--- src/rtl/psl_pkg.sv ---
// Shared types and default geometry for the psl request scheduler.
// The psl core is sized from P2/P3; a full sweep updates every pbit at 3 clocks each.
package psl_pkg;

    localparam int P2 = 3;
    localparam int P3 = 1;
    localparam int PSL_OUT_W        = P2 + 1;
    localparam int PSL_IN_W         = P3 + 1;
    localparam int PSL_SWEEP_CYCLES = 3 * PSL_OUT_W;

    typedef enum logic [2:0] {
        IDLE,
        SETTLE,
        BURN,
        SAMPLE,
        DONE
    } psl_state_t;

endpackage

--- src/rtl/psl_vote_acc.sv ---
// Per-bit ones counters for the sampling-phase majority vote.
// Vote outputs look at the next-cycle counts so the final sample lands in the registered answer.
module psl_vote_acc #(
    parameter int OUT_W   = 4,
    parameter int SAMPLES = 15
) (
    input  logic             CLK,
    input  logic             RST,
    input  logic             clr,
    input  logic             acc_en,
    input  logic [OUT_W-1:0] bits,
    output logic [OUT_W-1:0] majority,
    output logic             unanimous
);

    localparam int CNT_W = $clog2(SAMPLES + 1);

    logic [CNT_W-1:0] ones_cnt     [OUT_W];
    logic [CNT_W-1:0] ones_cnt_nxt [OUT_W];

    always_comb begin
        majority  = '0;
        unanimous = 1'b1;
        for (int b = 0; b < OUT_W; b++) begin
            ones_cnt_nxt[b] = ones_cnt[b];
            if (clr)
                ones_cnt_nxt[b] = '0;
            else if (acc_en)
                ones_cnt_nxt[b] = ones_cnt[b] + CNT_W'(bits[b]);
            majority[b] = (ones_cnt_nxt[b] > CNT_W'(SAMPLES / 2));
            unanimous   = unanimous & ((ones_cnt_nxt[b] == '0) ||
                                       (ones_cnt_nxt[b] == CNT_W'(SAMPLES)));
        end
    end

    always_ff @(posedge CLK) begin
        for (int b = 0; b < OUT_W; b++) begin
            if (RST)
                ones_cnt[b] <= '0;
            else
                ones_cnt[b] <= ones_cnt_nxt[b];
        end
    end

endmodule

--- src/rtl/psl_request_scheduler.sv ---
// Runs one psl query at a time: freeze operands, burn in, sample at sweep boundaries,
// and hand back the per-bit majority answer over a valid/ready handshake.
module psl_request_scheduler
    import psl_pkg::*;
#(
    parameter int OUT_W         = PSL_OUT_W,
    parameter int IN_W          = PSL_IN_W,
    parameter int SWEEP_CYCLES  = PSL_SWEEP_CYCLES,
    parameter int BURN_SWEEPS   = 16,
    parameter int SAMPLE_SWEEPS = 15
) (
    input  logic             CLK,
    input  logic             RST,
    input  logic             req_valid,
    output logic             req_ready,
    input  logic             req_mode,
    input  logic [IN_W-1:0]  req_in1,
    input  logic [IN_W-1:0]  req_in2,
    input  logic [OUT_W-1:0] req_op,
    output logic             rsp_valid,
    input  logic             rsp_ready,
    output logic [OUT_W-1:0] rsp_data,
    output logic             rsp_mode,
    output logic             rsp_unanimous,
    output logic             psl_mode,
    output logic [IN_W-1:0]  psl_in1,
    output logic [IN_W-1:0]  psl_in2,
    output logic [OUT_W-1:0] psl_op,
    output logic             psl_pending,
    input  logic [OUT_W-1:0] psl_out
);

    localparam int CYC_W = $clog2(SWEEP_CYCLES + 1);
    localparam int SWP_W = 8;

    psl_state_t       state, state_nxt;
    logic [CYC_W-1:0] cyc_cnt;
    logic [SWP_W-1:0] sweep_cnt;
    logic             last_cyc;
    logic             acc_clr, acc_en;
    logic [OUT_W-1:0] vote_maj;
    logic             vote_unan;

    always_comb begin
        state_nxt = state;
        last_cyc  = (cyc_cnt == CYC_W'(SWEEP_CYCLES - 1));
        acc_clr   = 1'b0;
        acc_en    = 1'b0;
        case (state)
            IDLE: begin
                if (req_valid) begin
                    state_nxt = SETTLE;
                    acc_clr   = 1'b1;
                end
            end
            SETTLE: state_nxt = BURN;
            BURN: begin
                if (last_cyc && sweep_cnt == SWP_W'(BURN_SWEEPS - 1))
                    state_nxt = SAMPLE;
            end
            SAMPLE: begin
                acc_en = last_cyc;
                if (last_cyc && sweep_cnt == SWP_W'(SAMPLE_SWEEPS - 1))
                    state_nxt = DONE;
            end
            DONE: begin
                if (rsp_ready)
                    state_nxt = IDLE;
            end
            default: state_nxt = IDLE;
        endcase
    end

    assign req_ready   = (state == IDLE);
    assign psl_pending = (state == SETTLE) || (state == BURN) || (state == SAMPLE);

    always_ff @(posedge CLK) begin
        if (RST) begin
            state         <= IDLE;
            cyc_cnt       <= '0;
            sweep_cnt     <= '0;
            psl_mode      <= 1'b0;
            psl_in1       <= '0;
            psl_in2       <= '0;
            psl_op        <= '0;
            rsp_valid     <= 1'b0;
            rsp_data      <= '0;
            rsp_mode      <= 1'b0;
            rsp_unanimous <= 1'b0;
        end else begin
            state <= state_nxt;
            case (state)
                IDLE: begin
                    if (req_valid) begin
                        psl_mode <= req_mode;
                        psl_in1  <= req_in1;
                        psl_in2  <= req_in2;
                        psl_op   <= req_op;
                    end
                end
                SETTLE: begin
                    cyc_cnt   <= '0;
                    sweep_cnt <= '0;
                end
                BURN, SAMPLE: begin
                    if (state_nxt != state) begin
                        cyc_cnt   <= '0;
                        sweep_cnt <= '0;
                    end else if (last_cyc) begin
                        cyc_cnt   <= '0;
                        sweep_cnt <= sweep_cnt + 1'b1;
                    end else begin
                        cyc_cnt <= cyc_cnt + 1'b1;
                    end
                end
                default: ;
            endcase
            // Answer is captured once on DONE entry and held until the consumer takes it.
            if (state == SAMPLE && state_nxt == DONE) begin
                rsp_valid     <= 1'b1;
                rsp_data      <= vote_maj;
                rsp_mode      <= psl_mode;
                rsp_unanimous <= vote_unan;
            end else if (state == DONE && rsp_ready) begin
                rsp_valid <= 1'b0;
            end
        end
    end

    psl_vote_acc #(
        .OUT_W   (OUT_W),
        .SAMPLES (SAMPLE_SWEEPS)
    ) u_vote (
        .CLK       (CLK),
        .RST       (RST),
        .clr       (acc_clr),
        .acc_en    (acc_en),
        .bits      (psl_out),
        .majority  (vote_maj),
        .unanimous (vote_unan)
    );

endmodule

--- config.mk ---
export PLATFORM = sky130hd
export DESIGN_NAME = psl_request_scheduler
export DESIGN_NICKNAME = d
export VERILOG_FILES = /design/src/rtl/psl_pkg.sv /design/src/rtl/psl_vote_acc.sv /design/src/rtl/psl_request_scheduler.sv
export SDC_FILE = /design/constraint.sdc
export NUM_CORES = 1
export LEC_CHECK = 0
export BUFFER_PORTS_ARGS = -buffer_cell sky130_fd_sc_hd__buf_2
export CAP_MARGIN = 10
export CORE_MARGIN = 4
export CORE_UTILIZATION = 57
export DETAILED_ROUTE_END_ITERATION = 8
export PLACE_DENSITY = 0.79
export SETUP_SLACK_MARGIN = 0.3
export SKIP_CTS_REPAIR_TIMING = 1
export SYNTH_ARGS = -nofsm -noshare
export SYNTH_HDL_FRONTEND = slang
export SYNTH_SLANG_ARGS = --single-unit
--- constraint.sdc ---
create_clock -name CLK -period 2.25 [get_ports CLK]
set_input_delay 0.225 -clock CLK [delete_from_list [all_inputs] [get_ports CLK]]
set_output_delay 0.225 -clock CLK [all_outputs]
set_load 0.02 [all_outputs]
==> flow_metrics.tcl <==
set metrics [dict create \
    ff2ff_setup_slack_ns 0.26 \
    maxSlewHeadroom 0.691 \
    gr-usage-all-layers 0.233 \
    grt_pass1_vias 2343 \
    syn-cell-area_um2 2550 \
    period_needed_ns 1.99 \
    dp_cells 404 \
    finalWirelength_um 6880 \
    die_h_um 74.9 \
    setup_viol 0 \
    cts.sinks 47 \
    ctsHtreeMaxLevel 2 \
    synth_most_common_cell "nand2_1" \
    die_x_um 74.9 \
    grt_pass1_wl_um 10300 \
    end_kind "flip-flop" \
    gp_congestion 0.879 \
    final_layout_size_suffix_gt1_frac 0.281 \
    synth-async-reset-ratio 0 \
    worstPathArrival_ns 2.20 \
    slowest_stage "dfxtp_4" \
    rsz0062_at_grt "yes" \
    io_pins 35 \
    seq_area_frac_synth 0.369 \
    cellPowerDensity_nw_per_um2 497 \
    core_area_um2 4350 \
    drt_first_pass_iters 5 \
    synth_largest_area_cell "dfxtp_1" \
    synthDistinctLibCells 52 \
    insertion_delay_ns 0.30 \
    worst_pin_slew_ns 0.462 \
    numCtsBuffers 5 \
    netlist.area_leader.share 0.369 \
    fin_crit_sh 0.884 \
    criticalPathCategory "flip-flop to flip-flop" \
    netlist_instances 319 \
    path_cells "ha_4 -> nand3b_1 -> buf_4 -> nor3_1 -> xor2_1 -> nand2_1 -> mux2i_1 -> o41ai_2" \
    viasPerCell 6.19 \
    ant_nets 0 \
    final_cells 429 \
    final.setup_skew_ns 0.00656 \
    crit_buf_inv 1 \
    synth_edf_count 0 \
    cap_violations 0 \
    syn_area_per_cell_um2 7.99 \
    detail_route.wl_per_cell_um 16.0 \
    hp-class "primary input to flip-flop" \
    cts_root_buf "clkbuf_8" \
    vias 2654 \
    met1_usage 0.299 \
    synth_fp_nets 347 \
    peakVddDrop_v 0.000521 \
    area_growth_pct 22.5 \
    clk_pin_slew_worst_paths_ns 0.09 \
    hold_viol_final 0 \
    place_area_um2 2820 \
    yosysWarnings 0 \
    nNetsFinal 404 \
    crit_family "simple AND/OR/NAND/NOR gates" \
    n_antenna_cell 0 \
    rows 24 \
    cts_tree "yes" \
    synthTopCellsByArea "dfxtp_1, nand2_1, a21oi_1, ha_1, nand3_1" \
    cp_max_fo 11 \
    max_stage_delay_ns 0.37 \
    overflow 0 \
    ys_top_cells_by_count "nand2_1, dfxtp_1, a21oi_1, nand3_1, nor2_1" \
    timing.final.max_slew_violations 0 \
    portBuffers 34 \
    busiest_layer "met2" \
    die_area_um2 5600 \
    grt_start_max_net_pins 24 \
    route.detailed.drc 0 \
    cts_max_path_buffers 2 \
    fmax_mhz 503 \
    ys.flop_type "dfxtp_1" \
    use_met3 0.0374 \
    start_kind "flip-flop" \
    drt_iter0_markers 121 \
    final.setup.tns_ns 0 \
    start_util 0.585 \
    use_met2 0.398 \
    ys_seq_elements 47 \
    stdcell_area_um2 3120 \
    dp_hpwl_um 4460 \
    crit_required_ns 2.46 \
    p_leak_nw 1.24 \
    antenna_found_initial 0 \
    run_status "complete, no violations" \
]
-- layout by cell type, fill, tap and decap left out, types with 5 or more instances in the layout --
| master | count |
|---|---|
| a21oi_1 | 33 |
| xor2_1 | 8 |
| nand3_1 | 18 |
| nand2_1 | 59 |
| nor2_1 | 19 |
| nor4_1 | 6 |
| o21ai_0 | 12 |
| inv_1 | 8 |
| nand4_1 | 7 |
| ha_2 | 7 |
| nor3_1 | 5 |
| buf_2 | 34 |
| buf_4 | 32 |
| clkbuf_8 | 5 |
| dfxtp_1 | 42 |
-- worst register-to-register path, delay by kind of cell, from the launching register on --
kind	cells	cell delay (ns)
and+or+nand+nor	3	0.49
muxes	1	0.17
adders and majority gates	1	0.15
AOI/OAI and AO/OA	1	0.28
xor gates and xnor gates	1	0.23
buffers and inverters	1	0.21
DFF	1	0.37
-- cell type report --
cell class                 instances  area (um^2)
clock buffer                       6         72.6
clock inverter                     2         12.5
fill                             335         1230
inverter                           8         30.0
multi-input combinational        248         1580
sequential                        47          952
tap                               52         65.1
timing repair buffer              66          410
-- per-layer routing --
metal	up-vias	part of all wire
met1	1265	0.43
met2	114	0.49
li1	1266	-
met3	9	0.071
met4	0	0.012
met5	-	0
-- per-stage QoR --
| step | utilization | hold slack (ns) | total power, mW | setup WS (ns) |
|---|---|---|---|---|
| 2_1_floorplan | - | 0.361 | 0.996 | 0.317 |
| 3_3_place_gp | 0.649 | 0.439 | 1.05 | 0.232 |
| 3_5_place_dp | 0.649 | 0.450 | 1.06 | 0.170 |
| 4_1_cts | 0.668 | 0.158 | 1.54 | 0.163 |
| 5_1_grt | 0.717 | 0.163 | 1.61 | 0.195 |
| 6_report | 0.717 | 0.161 | 1.55 | 0.261 |
-- worst paths after layout --
kind                                   from             to  depth (start not counted)
worst min register to register  rsp_data[0]    rsp_data[0]                          2
worst max register to register   cyc_cnt[1]  rsp_unanimous                          8
worst min-delay path             req_in1[1]     psl_in1[1]                          3
worst max-delay path             cyc_cnt[1]  rsp_unanimous                          8
-- sequential cells by signal, summed over array words and instances (netlist names) --
| register | cells |
|---|---|
| sweep_cnt | 8 |
| rsp_data | 4 |
| psl_op | 4 |
| psl_in2 | 2 |
| u_vote.ones_cnt | 16 |
| rsp_mode | 1 |
| psl_mode | 1 |
| rsp_unanimous | 1 |
| cyc_cnt | 4 |
| state | 3 |
| rsp_valid | 1 |
| psl_in1 | 2 |
-- power by group --
group | switching, mW | total [mW] | internal [mW]
Sequential | 0.0130 | 0.859 | 0.846
Combinational | 0.123 | 0.193 | 0.0703
Clock | 0.281 | 0.499 | 0.218
-- logic make-up after synthesis --
logic type	share of synthesized area
adders and majority gates	0.0540
DFF	0.369
and+or+nand+nor	0.299
AOI/OAI and AO/OA	0.187
xor gates and xnor gates	0.0275
muxes	0.0118
buffers and inverters	0.0516
No activity file was read; power rests on OpenSTA's default activity.
